### src/rtl/ram_copier_if.sv
// ram_copier_if
//   Bundles the request handshake (start/mode/src/dst/len/fill_val -> busy/done)
//   and the single-port RAM bus (mem_addr/mem_in/mem_ld <- mem_out) seen by the
//   block copier.
//
//   master : the copier itself (consumes requests, drives the RAM port)
//   slave  : the environment (issues requests, provides the RAM)
interface ram_copier_if #(
    parameter int DATA_W = 16,
    parameter int ADDR_W = 15,
    parameter int LEN_W  = 15
);
    // Request side
    logic              start;
    logic              mode;
    logic [ADDR_W-1:0] src;
    logic [ADDR_W-1:0] dst;
    logic [LEN_W-1:0]  len;
    logic [DATA_W-1:0] fill_val;
    logic              busy;
    logic              done;

    // RAM port
    logic [ADDR_W-1:0] mem_addr;
    logic [DATA_W-1:0] mem_in;
    logic              mem_ld;
    logic [DATA_W-1:0] mem_out;

    modport master (
        input  start, mode, src, dst, len, fill_val, mem_out,
        output busy, done, mem_addr, mem_in, mem_ld
    );

    modport slave (
        output start, mode, src, dst, len, fill_val, mem_out,
        input  busy, done, mem_addr, mem_in, mem_ld
    );
endinterface

### src/rtl/ram_copier.sv
// ram_copier
//   Sequential bus initiator for the RAM's single port. On a start pulse it
//   either copies len words from src to dst (read cycle + write cycle per word,
//   ascending addresses) or fills len words at dst with fill_val (one write
//   cycle per word). All address arithmetic wraps modulo 2^ADDR_W.
//
// Ports
//   clk  : rising-edge clock
//   rst  : asynchronous, active-high reset; abandons any transfer in flight
//   bus  : ram_copier_if.master
//            start/mode/src/dst/len/fill_val sampled only in IDLE
//            busy  high while READ/WRITE/FILL
//            done  one-cycle pulse after the last write (or after a len=0 start)
//            mem_addr/mem_in/mem_ld registered RAM port, mem_out read data
module ram_copier #(
    parameter int DATA_W = 16,
    parameter int ADDR_W = 15,
    parameter int LEN_W  = 15
) (
    input  logic          clk,
    input  logic          rst,
    ram_copier_if.master  bus
);

    typedef enum logic [1:0] {
        S_IDLE  = 2'd0,
        S_READ  = 2'd1,
        S_WRITE = 2'd2,
        S_FILL  = 2'd3
    } state_t;

    state_t            r_state;
    logic [ADDR_W-1:0] r_src;
    logic [ADDR_W-1:0] r_dst;
    logic [LEN_W-1:0]  r_i;
    logic [LEN_W-1:0]  r_last;     // index of the final word, len-1
    logic [DATA_W-1:0] r_fill;
    logic [DATA_W-1:0] r_hold;     // word captured during READ

    logic [ADDR_W-1:0] r_mem_addr;
    logic [DATA_W-1:0] r_mem_in;
    logic              r_mem_ld;
    logic              r_busy;
    logic              r_done;

    logic              w_last;
    logic [LEN_W-1:0]  w_i_next;

    // base + index, wrapping at 2^ADDR_W
    function automatic logic [ADDR_W-1:0] addr_at(
        input logic [ADDR_W-1:0] base,
        input logic [LEN_W-1:0]  idx
    );
        return base + ADDR_W'(idx);
    endfunction

    assign w_last   = (r_i == r_last);
    // len is at most 2^LEN_W-1 so i never needs to reach 2^LEN_W-1+1
    assign w_i_next = r_i + LEN_W'(1);

    // Outputs are registered: each transition loads the values the next
    // state presents on the RAM port, so nothing combinational reaches it.
    always_ff @(posedge clk or posedge rst) begin
        if (rst) begin
            r_state    <= S_IDLE;
            r_src      <= '0;
            r_dst      <= '0;
            r_i        <= '0;
            r_last     <= '0;
            r_fill     <= '0;
            r_hold     <= '0;
            r_mem_addr <= '0;
            r_mem_in   <= '0;
            r_mem_ld   <= 1'b0;
            r_busy     <= 1'b0;
            r_done     <= 1'b0;
        end else begin
            r_done <= 1'b0;
            case (r_state)
                S_IDLE: begin
                    r_mem_addr <= '0;
                    r_mem_in   <= '0;
                    r_mem_ld   <= 1'b0;
                    r_busy     <= 1'b0;
                    if (bus.start) begin
                        r_src  <= bus.src;
                        r_dst  <= bus.dst;
                        r_fill <= bus.fill_val;
                        r_i    <= '0;
                        r_last <= bus.len - LEN_W'(1);
                        if (bus.len == '0) begin
                            // Nothing to move: acknowledge immediately.
                            r_done <= 1'b1;
                        end else if (!bus.mode) begin
                            r_state    <= S_READ;
                            r_mem_addr <= bus.src;
                            r_busy     <= 1'b1;
                        end else begin
                            r_state    <= S_FILL;
                            r_mem_addr <= bus.dst;
                            r_mem_in   <= bus.fill_val;
                            r_mem_ld   <= 1'b1;
                            r_busy     <= 1'b1;
                        end
                    end
                end

                S_READ: begin
                    r_hold     <= bus.mem_out;
                    r_state    <= S_WRITE;
                    r_mem_addr <= addr_at(r_dst, r_i);
                    r_mem_in   <= bus.mem_out;
                    r_mem_ld   <= 1'b1;
                end

                S_WRITE: begin
                    if (w_last) begin
                        r_state    <= S_IDLE;
                        r_mem_addr <= '0;
                        r_mem_in   <= '0;
                        r_mem_ld   <= 1'b0;
                        r_busy     <= 1'b0;
                        r_done     <= 1'b1;
                    end else begin
                        r_i        <= w_i_next;
                        r_state    <= S_READ;
                        r_mem_addr <= addr_at(r_src, w_i_next);
                        r_mem_in   <= '0;
                        r_mem_ld   <= 1'b0;
                    end
                end

                S_FILL: begin
                    if (w_last) begin
                        r_state    <= S_IDLE;
                        r_mem_addr <= '0;
                        r_mem_in   <= '0;
                        r_mem_ld   <= 1'b0;
                        r_busy     <= 1'b0;
                        r_done     <= 1'b1;
                    end else begin
                        r_i        <= w_i_next;
                        r_mem_addr <= addr_at(r_dst, w_i_next);
                        r_mem_in   <= r_fill;
                        r_mem_ld   <= 1'b1;
                    end
                end

                default: begin
                    r_state  <= S_IDLE;
                    r_mem_ld <= 1'b0;
                    r_busy   <= 1'b0;
                end
            endcase
        end
    end

    assign bus.mem_addr = r_mem_addr;
    assign bus.mem_in   = r_mem_in;
    assign bus.mem_ld   = r_mem_ld;
    assign bus.busy     = r_busy;
    assign bus.done     = r_done;

endmodule

### src/flat_wrapper.sv
// flat-port wrapper written by rule: the top's interface ports become plain ports
module ram_copier_flat 
#(
    parameter int DATA_W = 16,
    parameter int ADDR_W = 15,
    parameter int LEN_W  = 15
)
  (clk, rst, bus_start, bus_mode, bus_src, bus_dst, bus_len, bus_fill_val, bus_mem_out, bus_busy, bus_done, bus_mem_addr, bus_mem_in, bus_mem_ld);
  ram_copier_if #(.DATA_W(DATA_W), .ADDR_W(ADDR_W), .LEN_W(LEN_W)) bus_i ();
  input  logic clk;
  input  logic rst;
  input wire logic [$bits(bus_i.start)-1:0] bus_start;
  input wire logic [$bits(bus_i.mode)-1:0] bus_mode;
  input wire logic [$bits(bus_i.src)-1:0] bus_src;
  input wire logic [$bits(bus_i.dst)-1:0] bus_dst;
  input wire logic [$bits(bus_i.len)-1:0] bus_len;
  input wire logic [$bits(bus_i.fill_val)-1:0] bus_fill_val;
  input wire logic [$bits(bus_i.mem_out)-1:0] bus_mem_out;
  output wire logic [$bits(bus_i.busy)-1:0] bus_busy;
  output wire logic [$bits(bus_i.done)-1:0] bus_done;
  output wire logic [$bits(bus_i.mem_addr)-1:0] bus_mem_addr;
  output wire logic [$bits(bus_i.mem_in)-1:0] bus_mem_in;
  output wire logic [$bits(bus_i.mem_ld)-1:0] bus_mem_ld;
  assign bus_i.start = bus_start;
  assign bus_i.mode = bus_mode;
  assign bus_i.src = bus_src;
  assign bus_i.dst = bus_dst;
  assign bus_i.len = bus_len;
  assign bus_i.fill_val = bus_fill_val;
  assign bus_i.mem_out = bus_mem_out;
  assign bus_busy = bus_i.busy;
  assign bus_done = bus_i.done;
  assign bus_mem_addr = bus_i.mem_addr;
  assign bus_mem_in = bus_i.mem_in;
  assign bus_mem_ld = bus_i.mem_ld;
  ram_copier #(.DATA_W(DATA_W), .ADDR_W(ADDR_W), .LEN_W(LEN_W)) u_core (.clk(clk), .rst(rst), .bus(bus_i));
endmodule
### config.mk
export PLATFORM = sky130hd
export DESIGN_NAME = ram_copier_flat
export DESIGN_NICKNAME = d
export VERILOG_FILES = /design/src/rtl/ram_copier_if.sv /design/src/rtl/ram_copier.sv /design/src/flat_wrapper.sv
export SDC_FILE = /design/constraint.sdc
export NUM_CORES = 1
export LEC_CHECK = 0
export CORE_AREA = 2 2 138 140
export DETAILED_ROUTE_END_ITERATION = 8
export DIE_AREA = 0 0 140 142
export GPL_ROUTABILITY_DRIVEN = 0
export PLACE_DENSITY_LB_ADDON = 0.2
export SYNTH_ARGS = -nofsm -noshare
export SYNTH_HDL_FRONTEND = slang
export SYNTH_SLANG_ARGS = --single-unit
### constraint.sdc
create_clock -name clk -period 9.9 [get_ports clk]
set_input_delay 1.98 -clock clk [delete_from_list [all_inputs] [get_ports clk]]
set_output_delay 1.98 -clock clk [all_outputs]
set_load 0.005 [all_outputs]
-- After elaboration in Yosys (flattened, before gate mapping)
Cells that the tools add are included.
- word-level logic and storage cells: 66
- register bits: 112
- multiplexer cells: 33
- add/sub/neg operators: 5
- reduce and logical (&&, ||, !) cells: 8
- eq/ne operators: 9
- operators with widths (cell ; number):
    two-way mux 15 bit ; 7
    two-way mux 16 bit ; 4
    case mux 16 bit (4 select lines) ; 1
    case mux 15 bit (4 select lines) ; 1
    adder 15 bit ; 3
    case mux 15 bit (2 select lines) ; 1
    adder 15 x 1 -> 15 bit, second input constant ; 1
    equality test 15 bit ; 1
    zero test 15 bit ; 1
    subtractor 15 x 1 -> 15 bit, second input constant ; 1
    two-way mux 1 bit ; 11
    two-way mux 2 bit ; 4
    case mux 2 bit (4 select lines) ; 1
    != test 2 bit, second input constant ; 3
    AND reduction 3 bit ; 2
    equality test 2 bit, second input constant ; 2
    != test 2 x 1 -> 1 bit, second input constant ; 2
    case mux 1 bit (2 select lines) ; 2
    case mux 1 bit (4 select lines) ; 1
    AND reduction 2 bit ; 2
    equality test 2 x 1 -> 1 bit, second input constant ; 1
    zero test 2 bit ; 1
    nonzero test 2 bit ; 1
    OR reduction 2 bit ; 1

-- Depth between registers and ports, before layout
Gate-level depths: netlist (run 1).
- word-level depth: 4
- gate-level depth with buffers: 14
- depth with buffers taken out: 13

-- Least setup slack after synthesis (run 1)
No wires, ideal clock.
- kind: input -> register
- from: in bus_len[0]
- to: reg u_core.r_mem_in[12], in the netlist u_core.bus.mem_in[12]
- data arrival time: 3.979 ns
- slack: 5.789 ns
- stages on the path: 11
- setup time: 0.132 ns
- data required time: 9.768 ns
- buffers on the path: 2
- path through: inv_1 -> ha_1 -> or3b_4 -> or3_4 -> nand2b_4 -> or3_4 -> and2_1 -> buf_6 -> buf_8 -> nand3_2 -> o21ai_1
- longest elaborated chain between the ends: 4
- ends and longest elaborated chain (item ; line ; RTL):
    start, declared ; flat_wrapper.sv:16 ; input wire logic [$bits(bus_i.len)-1:0] bus_len;
    zero test 15 bit ; ram_copier.sv:91 ; if (bus.len == '0) begin
    two-way mux 16 bit ; ram_copier.sv:91 ;
    two-way mux 16 bit ; ram_copier.sv:85 ; if (bus.start) begin
    case mux 16 bit (4 select lines) ; ram_copier.sv:79 ; case (r_state)
    end signal, assigned ; ram_copier.sv:101 ; r_mem_in <= bus.fill_val;
    end signal, assigned ; ram_copier.sv:112 ; r_mem_in <= bus.mem_out;
    end signal, assigned ; ram_copier.sv:144 ; r_mem_in <= r_fill;
    end, declared ; ram_copier.sv:41 ; logic [DATA_W-1:0] r_mem_in;
No other way between the ends.
A chain may end at the register's enable or synchronous reset.

-- Worst setup path after layout (run 1)
- from: in bus_len[0]
- to: reg u_core.r_mem_addr[12], in the netlist u_core.bus.mem_addr[12]
- longest elaborated chain between the ends: 4
- ends and longest elaborated chain (item ; line ; RTL):
    zero test 15 bit ; ram_copier.sv:91 ;
    two-way mux 15 bit ; ram_copier.sv:91 ;
    two-way mux 15 bit ; ram_copier.sv:85 ;
    case mux 15 bit (4 select lines) ; ram_copier.sv:79 ;
    end signal, assigned ; ram_copier.sv:96 ; r_mem_addr <= bus.src;
    end signal, assigned ; ram_copier.sv:100 ; r_mem_addr <= bus.dst;
    end signal, assigned ; ram_copier.sv:111 ; r_mem_addr <= addr_at(r_dst, r_i);
    end, declared ; ram_copier.sv:40 ; logic [ADDR_W-1:0] r_mem_addr;
No other way between the ends.

==> impl_metrics.ini, run 1 <==
[cells_and_area]
diodes = 0
nets = 1072
layoutNonFillerInstCount = 1181
fillers = 1764
layout-drive-gt1-share_pct = 5.81
multi_input_comb_area_sq_um = 4310
syn_to_final_growth_pct = 22.6
regArea_sq_um = 2800
stdcell_area_sq_um = 9060
layout_commonest_cell = nand2_1
layout_common_cells = nand2_1, clkdlybuf4s50_1, dfrtp_1

[global_route]
track_usage_pct = 20.2
grt_most_used_layer = met2
first_global_vias = 6102
grt_util_met1_pct = 27.1
grt_first_pass_wirelength_mm = 31.9
grt_use_met3_pct = 2.79
grt_max_degree = 89
overflow = 0
antenna_found_initial = 0
grt.met2_usage_pct = 33.9

[sta]
hold_viol_final = 0
rsz0062_at_grt = no
finalCritPeriodShare_pct = 47.7
setup_viol = 0
setup-tns-final_ns = 0
relSlewSlack_pct = 34.8
tightestPinTransition_ns = 0.979
finalCriticalPeriod_ns = 4.72
clock_skew_ns = 0.0107
fmax_ghz = 0.212
slew_viol_final = 0

[floorplan]
rows = 50
core_area_sq_um = 18500
die_area_sq_um = 19900
io_pins = 115
fp.dieW_microns = 140
initial_core_util_pct = 40.0
die_h_microns = 142

[logic_synthesis]
ys_ff_latch = 112
synthCells = 845
ys_types = 67
syn_area_per_cell_sq_um = 8.74
async_flop_share_pct = 100
synthesis.area_sq_um = 7390
syn_nets = 975
synth_edf_count = 0
yosysWarnings = 0
ys.flop_type = dfrtp_1
ys_seq_area_share_pct = 37.9

[cts]
cts-root-buf = clkbuf_16
cts_hold_buffers = 0
clock_latency_ns = 0.36
cts_resized = 0
cts.clk_slew.worst_paths_ns = 0.08
cts.path.max_buffers = 2
ctsHtreeMaxLevel = 3
post-cts-setup-buffers = 0
cts_tree = built
cts.sinks = 112
cts_made_buffers = 9

[power_and_ir_drop]
p_sw_uw = 224
switching_share_pct = 23.9
pwr_density_cell_nw_per_um2 = 103
p_comb_share_pct = 7.2
peakVddDrop_v = 0.0000726
p_seq_share_pct = 49.2
clkPwrFrac_pct = 43.6
p_int_uw = 713
leakagePower_nw = 4.22
power_uw = 937

[run_status]
status = finished, violations left
violations = DRC

[placement]
place_area_sq_um = 8720
dp_hpwl_mm = 14.3
portBuffers = 114
placed_cells = 1165

[setup_path]
critPathCaptureType = register
crit_type = in2reg
cp_max_fo = 15
critPathLaunchType = primary input
crit_required_ns = 10.15
arrival_ns = 4.96

[min_path]
hold_class = reg2reg

[drt]
routed_wl_mm = 19.6
drc = 12
avgRoutedWirePerCell_microns = 16.6
via_per_inst = 5.35
firstDrtPassIters = 8
dr_total_vias = 6313
drt-initial-drc-count = 395
ant_nets = 0

[flow_run]
max-cap-violations = 0
==> cells by family after synthesis <==
logic type / after synthesis / synth area share [%]
XOR/XNOR: 68 / 8.06
flip-flops: 112 / 37.9
adder cells (fa/ha/maj): 49 / 8.60
buffers and inverters: 65 / 3.73
multiplexers: 24 / 3.34
AO/OA/AOI/OAI: 199 / 17.3
AND/OR/NAND/NOR: 328 / 21.0
==> synth_stat cells (8+ instances only) <==
| cell type | instances | area [sq um] |
|---|---|---|
| a31oi_1 | 9 | 56.3 |
| clkbuf_1 | 24 | 90.1 |
| nand3_2 | 10 | 100 |
| nor3_1 | 16 | 80.1 |
| nor2_1 | 45 | 169 |
| o21ai_0 | 54 | 270 |
| mux2i_1 | 19 | 190 |
| nand2b_1 | 16 | 100 |
| dfrtp_1 | 112 | 2800 |
| and2_1 | 8 | 50.1 |
| o21ai_1 | 19 | 95.1 |
| a21o_1 | 10 | 75.1 |
| a211oi_1 | 9 | 67.6 |
| o221ai_1 | 8 | 70.1 |
| nand3_1 | 35 | 175 |
| xor2_1 | 30 | 263 |
| xnor2_1 | 38 | 333 |
| ha_1 | 46 | 576 |
| nand2_1 | 165 | 619 |
| a21oi_1 | 38 | 190 |
| inv_1 | 28 | 105 |
==> per-layer routing <==
metal  vias up  routed length, microns
met5         -                       0
li1       3168                       -
met2       150                    9210
met1      2967                    9120
met4         0                     432
met3        28                     795
==> worst max-delay path, stage by stage <==
cell	delay [ns]
clkdlybuf4s50_1	0.45
inv_1	0.08
ha_1	0.17
or3b_4	0.39
or3_4	0.35
nand2b_4	0.17
or3_4	0.41
nand2_1	0.53
o22ai_1	0.14
a211o_1	0.30
==> worst paths after layout <==
path                                      endpoint       startpoint  slack, ns  cells after the start
setup / recovery           u_core.bus.mem_addr[12]       bus_len[0]       5.18                     10
hold / removal                     u_core.r_src[0]  u_core.r_src[0]       0.48                      2
setup reg to reg           u_core.bus.mem_addr[12]    u_core.r_i[1]       6.34                     12
hold reg to reg                    u_core.r_src[0]  u_core.r_src[0]       0.48                      2
max in group asynchronous         u_core.r_dst[10]              rst       6.58                      3
min in group asynchronous         u_core.r_fill[1]              rst       2.04                      2
==> area by class of cell <==
class	count	area share, %
multi-input combinational	668	47.6
clock inverter	6	1.09
sequential	112	30.9
timing repair buffer	122	13.3
clock buffer	10	2.64
tap	234	3.23
inverter	29	1.23
==> power groups by stage <==
| stage | Clock, mW | Sequential (mW) | Combinational [mW] |
|---|---|---|---|
| after floorplan | 0 | 0.470 | 0.0183 |
| after global placement | 0 | 0.470 | 0.0691 |
| after detailed placement | 0 | 0.470 | 0.0686 |
| after CTS | 0.419 | 0.461 | 0.0690 |
| after global routing | 0.440 | 0.461 | 0.0738 |
| final | 0.408 | 0.461 | 0.0675 |
==> state kept, by name, indices dropped and copies added, names as in the netlist <==
signal,count
u_core.bus.busy,1
u_core.bus.done,1
u_core.bus.mem_addr,15
u_core.bus.mem_in,16
u_core.bus.mem_ld,1
u_core.r_dst,15
u_core.r_fill,16
u_core.r_i,15
u_core.r_last,15
u_core.r_src,15
u_core.r_state,2
==> per-stage QoR <==
| step | utilization (%) | hold WS [ns] | setup slack (ns) |
|---|---|---|---|
| after global placement | 47.3 | 0.467 | 4.84 |
| after floorplan | - | 0.450 | 4.96 |
| after global routing | 49.1 | 0.521 | 5.01 |
| after CTS | 49.1 | 0.491 | 5.16 |
| after detailed placement | 47.3 | 0.470 | 4.76 |
| final | 49.1 | 0.482 | 5.18 |
Note: power is estimated with default switching activity, not from simulation.
==> run 2, diff against run 1 <==
==> constraint.sdc (replaced) <==
create_clock -name clk -period 4 [get_ports clk]
set_input_delay 0.8 -clock clk [delete_from_list [all_inputs] [get_ports clk]]
set_output_delay 0.8 -clock clk [all_outputs]
set_load 0.005 [all_outputs]
==> impl_metrics.ini, run 2 (synthesized netlist as in run 1, its figures left out) <==
[run_status]
status = finished, violations left
violations = DRC

[sta]
finalCritPeriodShare_pct = 88.5
fmax_ghz = 0.282
slew_viol_final = 0
setup_viol = 0
finalCriticalPeriod_ns = 3.54
tightestPinTransition_ns = 0.958
rsz0062_at_grt = no
relSlewSlack_pct = 35.9
hold_viol_final = 0
clock_skew_ns = 0.0139
setup-tns-final_ns = 0

[cells_and_area]
layout_common_cells = nand2_1, clkdlybuf4s50_1, dfrtp_1
layout-drive-gt1-share_pct = 6.60
fin_util_pct = 49.5
nets = 1080
syn_to_final_growth_pct = 23.6
diodes = 0
layout_commonest_cell = nand2_1

[power_and_ir_drop]
p_sw_uw = 566
clkPwrFrac_pct = 42.0
leakagePower_nw = 4.26
p_comb_share_pct = 7.5
peakVddDrop_v = 0.000194
p_seq_share_pct = 50.5
p_int_mw = 1.69
switching_share_pct = 25.1
pwr_density_cell_nw_per_um2 = 247

[setup_path]
critPathCaptureType = register
crit_required_ns = 4.30
critPathLaunchType = register
rr_endpoint = u_core.bus.mem_addr[12]
r2r_cells = 12
cp-endpoint = u_core.bus.mem_addr[12]
crit_type = reg2reg
r2r_slack_ns = 0.46
arrival_ns = 3.84
worstReg2RegStart = u_core.r_i[3]
cp_max_fo = 7
crit_start = u_core.r_i[3]

[floorplan]
rows = 50
initial_core_util_pct = 40.0
core_area_sq_um = 18500
io_pins = 115
fp.dieW_microns = 140
die_h_microns = 142
die_area_sq_um = 19900

[cts]
cts.path.max_buffers = 2
cts_resized = 0
cts_hold_buffers = 0
cts.clk_slew.worst_paths_ns = 0.08
ctsHtreeMaxLevel = 3
cts.sinks = 112
post-cts-setup-buffers = 0
cts_made_buffers = 9
clock_latency_ns = 0.37
cts-root-buf = clkbuf_16
cts_tree = built

[placement]
dp_hpwl_mm = 14.7
portBuffers = 114

[flow_run]
max-cap-violations = 0

[drt]
routed_wl_mm = 19.6
via_per_inst = 5.31
avgRoutedWirePerCell_microns = 16.5
dr_total_vias = 6314
drc = 12
drt-initial-drc-count = 377
firstDrtPassIters = 8
ant_nets = 0

[global_route]
grt_first_pass_wirelength_mm = 31.9
track_usage_pct = 20.4
overflow = 0
antenna_found_initial = 0
grt_max_degree = 78
first_global_vias = 6079

[min_path]
hold_class = reg2reg
## run 2: changes by cell type in the layout (fill, tap and decap cells not counted), sizes merged
cell | before | now
buf | 8 | 16
clkbuf | 10 | 9
inv | 30 | 32
bufinv | 1 | 0
## run 2: worst min-delay path by stage
stage                          startpoint         endpoint  cells past startpoint
after CTS                 u_core.r_src[4]  u_core.r_src[4]                      2
after global placement    u_core.r_src[4]  u_core.r_src[4]                      2
after floorplan           u_core.r_src[0]  u_core.r_src[0]                      2
after detailed placement  u_core.r_src[4]  u_core.r_src[4]                      2
after global routing      u_core.r_src[4]  u_core.r_src[4]                      2
final                     u_core.r_src[4]  u_core.r_src[4]                      2
## run 2: cell type report
cell class                      count  area, sq um
Multi-Input combinational cell    668         4310
Clock buffer                        9          225
Inverter                           29          111
Tap cell                          234          293
Timing Repair Buffer              130         1300
Clock inverter                      7         88.8
Sequential cell                   112         2800
Fill cell                        1762         9320
## run 2: power by group through the flow
stage | registers [mW] | clock network [mW] | logic (mW)
6_report | 1.14 | 0.947 | 0.170
4_1_cts | 1.14 | 0.971 | 0.174
5_1_grt | 1.14 | 1.01 | 0.185
3_3_place_gp | 1.16 | 0 | 0.174
2_1_floorplan | 1.16 | 0 | 0.0454
3_5_place_dp | 1.16 | 0 | 0.173
## run 2: critical path, stage by stage, from the launching register on
cell and delay, ns:
dfrtp_1 0.50, and4_1 0.29, nand2_1 0.06, nor2_1 0.23, nand3_1 0.14, xnor2_1 0.36, ha_1 0.36, a21oi_1 0.34
o211ai_1 0.15, a21oi_1 0.14, o31ai_1 0.08, a2111oi_0 0.63, a211o_1 0.18
## run 2: through the flow
stage          worst slack (ns)  total power, mW  instances  instance area (sq um)  hold WS [ns]
4_1_cts                   0.546             2.29       1189                   9130         0.493
3_5_place_dp              0.178             1.34       1173                   8820         0.473
3_3_place_gp              0.221             1.34       1173                   8820         0.469
5_1_grt                   0.209             2.34       1189                   9130         0.509
6_report                  0.460             2.26       1189                   9130         0.484
2_1_floorplan             0.241             1.21        845                   7390         0.450
## run 2: metal layers
| layer | track usage (%) | vias to the layer above | wire, microns |
|---|---|---|---|
| met1 | 27.1 | 2957 | 9100 |
| met4 | 7.34 | 0 | 410 |
| met3 | 2.86 | 24 | 733 |
| met5 | 0 | - | 0 |
| met2 | 34.1 | 132 | 9370 |
| li1 | - | 3201 | - |
==> run 3, diff against run 2 <==
==> constraint.sdc (replaced) <==
create_clock -name clk -period 2.8 [get_ports clk]
set_input_delay 0.56 -clock clk [delete_from_list [all_inputs] [get_ports clk]]
set_output_delay 0.56 -clock clk [all_outputs]
set_load 0.005 [all_outputs]
==> impl_metrics.ini, run 3 (synthesized netlist as in run 1, its figures left out) <==
[sta]
clock_skew_ns = 0.0179
fmax_ghz = 0.365
slew_viol_final = 0
setup-tns-final_ns = 0
rsz0062_at_grt = yes
setup_viol = 0
relSlewSlack_pct = 52.9
whs_ns = 0.497
finalCritPeriodShare_pct = 97.7
hold_viol_final = 0
tightestPinTransition_ns = 0.689
finalCriticalPeriod_ns = 2.74

[min_path]
min_delay_path_depth = 2
hold_class = reg2reg
hold_start = u_core.r_src[8]
whs_endpoint = u_core.r_src[8]

[global_route]
antenna_found_initial = 0
grt_max_degree = 71
grt_first_pass_wirelength_mm = 34.8
track_usage_pct = 21.9
first_global_vias = 6867
overflow = 0

[drt]
routed_wl_mm = 21.6
drc = 13
avgRoutedWirePerCell_microns = 16.4
dr_total_vias = 6972
via_per_inst = 5.29
drt-initial-drc-count = 371
ant_nets = 0
firstDrtPassIters = 9

[cts]
cts_made_buffers = 9
cts.path.max_buffers = 2
cts_tree = built
cts.clk_slew.worst_paths_ns = 0.09
ctsHtreeMaxLevel = 3
clock_latency_ns = 0.38
cts.sinks = 112
cts-root-buf = clkbuf_16

[cells_and_area]
diodes = 0
layout_common_cells = nand2_1, buf_4, clkdlybuf4s50_1, dfrtp_1, o21ai_0
fillers = 1614
stdcell_area_sq_um = 10700
layout-drive-gt1-share_pct = 24.7
fin_util_pct = 57.9
layout_commonest_cell = nand2_1
layoutNonFillerInstCount = 1317
syn_to_final_growth_pct = 44.7
nets = 1208

[setup_path]
critPathCaptureType = register
cp_max_fo = 5
arrival_ns = 2.99
crit_type = reg2reg
rr_endpoint = u_core.bus.mem_addr[12]
critPathLaunchType = register
worstReg2RegStart = u_core.r_i[2]
crit_required_ns = 3.05
r2r_slack_ns = 0.06
r2r_cells = 12

[flow_run]
max-cap-violations = 0

[power_and_ir_drop]
p_comb_share_pct = 8.0
p_int_mw = 2.44
pwr_density_cell_nw_per_um2 = 307
switching_share_pct = 25.6
p_seq_share_pct = 49.7
leakagePower_nw = 4.98
clkPwrFrac_pct = 42.3
p_sw_uw = 841
peakVddDrop_v = 0.000287

[run_status]
violations = DRC
status = finished, violations left

[placement]
dp_hpwl_mm = 16.0
portBuffers = 114
placed_cells = 1291
place_area_sq_um = 9750

[floorplan]
die_area_sq_um = 19900
core_area_sq_um = 18500
die_h_microns = 142
rows = 50
io_pins = 115
fp.dieW_microns = 140
initial_core_util_pct = 40.0
==> run 3: changes by cell type in the layout (fill, tap and decap cells not counted), moves of 6 or more <==
cell,change
a21oi_1,-6
buf_4,+121
ha_1,-20
ha_2,+7
ha_4,+13
nand3_1,-7
o21ai_0,-9
==> run 3: worst max-delay path by stage <==
stage,end,depth (start not counted),slack (ns),startpoint
CTS,u_core.bus.mem_addr[12],13,-0.03,u_core.r_i[2]
detailed placement,u_core.bus.mem_addr[12],10,-0.44,bus_len[1]
finish,u_core.bus.mem_addr[12],12,0.06,u_core.r_i[2]
global placement,u_core.bus.mem_addr[1],10,-0.38,bus_len[1]
global route,u_core.bus.mem_addr[13],14,-0.09,u_core.r_i[0]
floorplan,u_core.bus.mem_addr[12],13,0.0008,u_core.r_i[2]
==> run 3: through the flow <==
step           power, mW  setup slack, ns
2_1_floorplan       1.73         0.000810
3_3_place_gp        1.93           -0.385
3_5_place_dp        1.93           -0.440
4_1_cts             3.31          -0.0310
5_1_grt             3.38          -0.0895
6_report            3.28           0.0638
==> run 3: metal layers <==
metal	routed length [microns]	GRT usage [%]	up-vias
met5	0	0	-
met3	859	3.13	36
met4	505	8.83	0
met2	10500	37.3	169
met1	9750	28.3	3311
li1	-	-	3456
==> run 3: cell type report <==
cell class	count	area, sq um	share of cell area [%]
inverter	29	113	1.05
sequential	112	2800	26.2
clock buffer	9	225	2.11
tap	234	293	2.74
clock inverter	7	91.3	0.854
timing repair buffer	258	2310	21.6
multi-input combinational	668	4860	45.4
==> run 3: power by group through the flow <==
stage	Sequential (mW)	Combinational, mW	Clock (mW)
after floorplan	1.66	0.0652	0
after global placement	1.66	0.268	0
after detailed placement	1.66	0.268	0
after CTS	1.63	0.269	1.41
after global routing	1.63	0.287	1.47
final	1.63	0.263	1.39
==> run 3: what timing repair did <==
| item | in CTS | in global routing |
|---|---|---|
| hold buffers | 0 | 0 |
| gates cloned | 0 | 0 |
| pin swaps | 18 | 38 |
| setup buffers | 4 | 6 |
| endpoints found under the setup margin | 19 | 28 |
| resized for setup | 36 | 72 |
==> run 3: worst max-delay path: stages (launching register included) <==
cell     delay, ns
dfrtp_1       0.39
and4_4        0.24
and4_4        0.28
nand3_4       0.10
xnor2_4       0.22
ha_4          0.25
a21o_1        0.19
a21oi_2       0.20
nand2_1       0.09
a21oi_2       0.13
xor2_1        0.16
o22ai_1       0.09
a211o_1       0.28
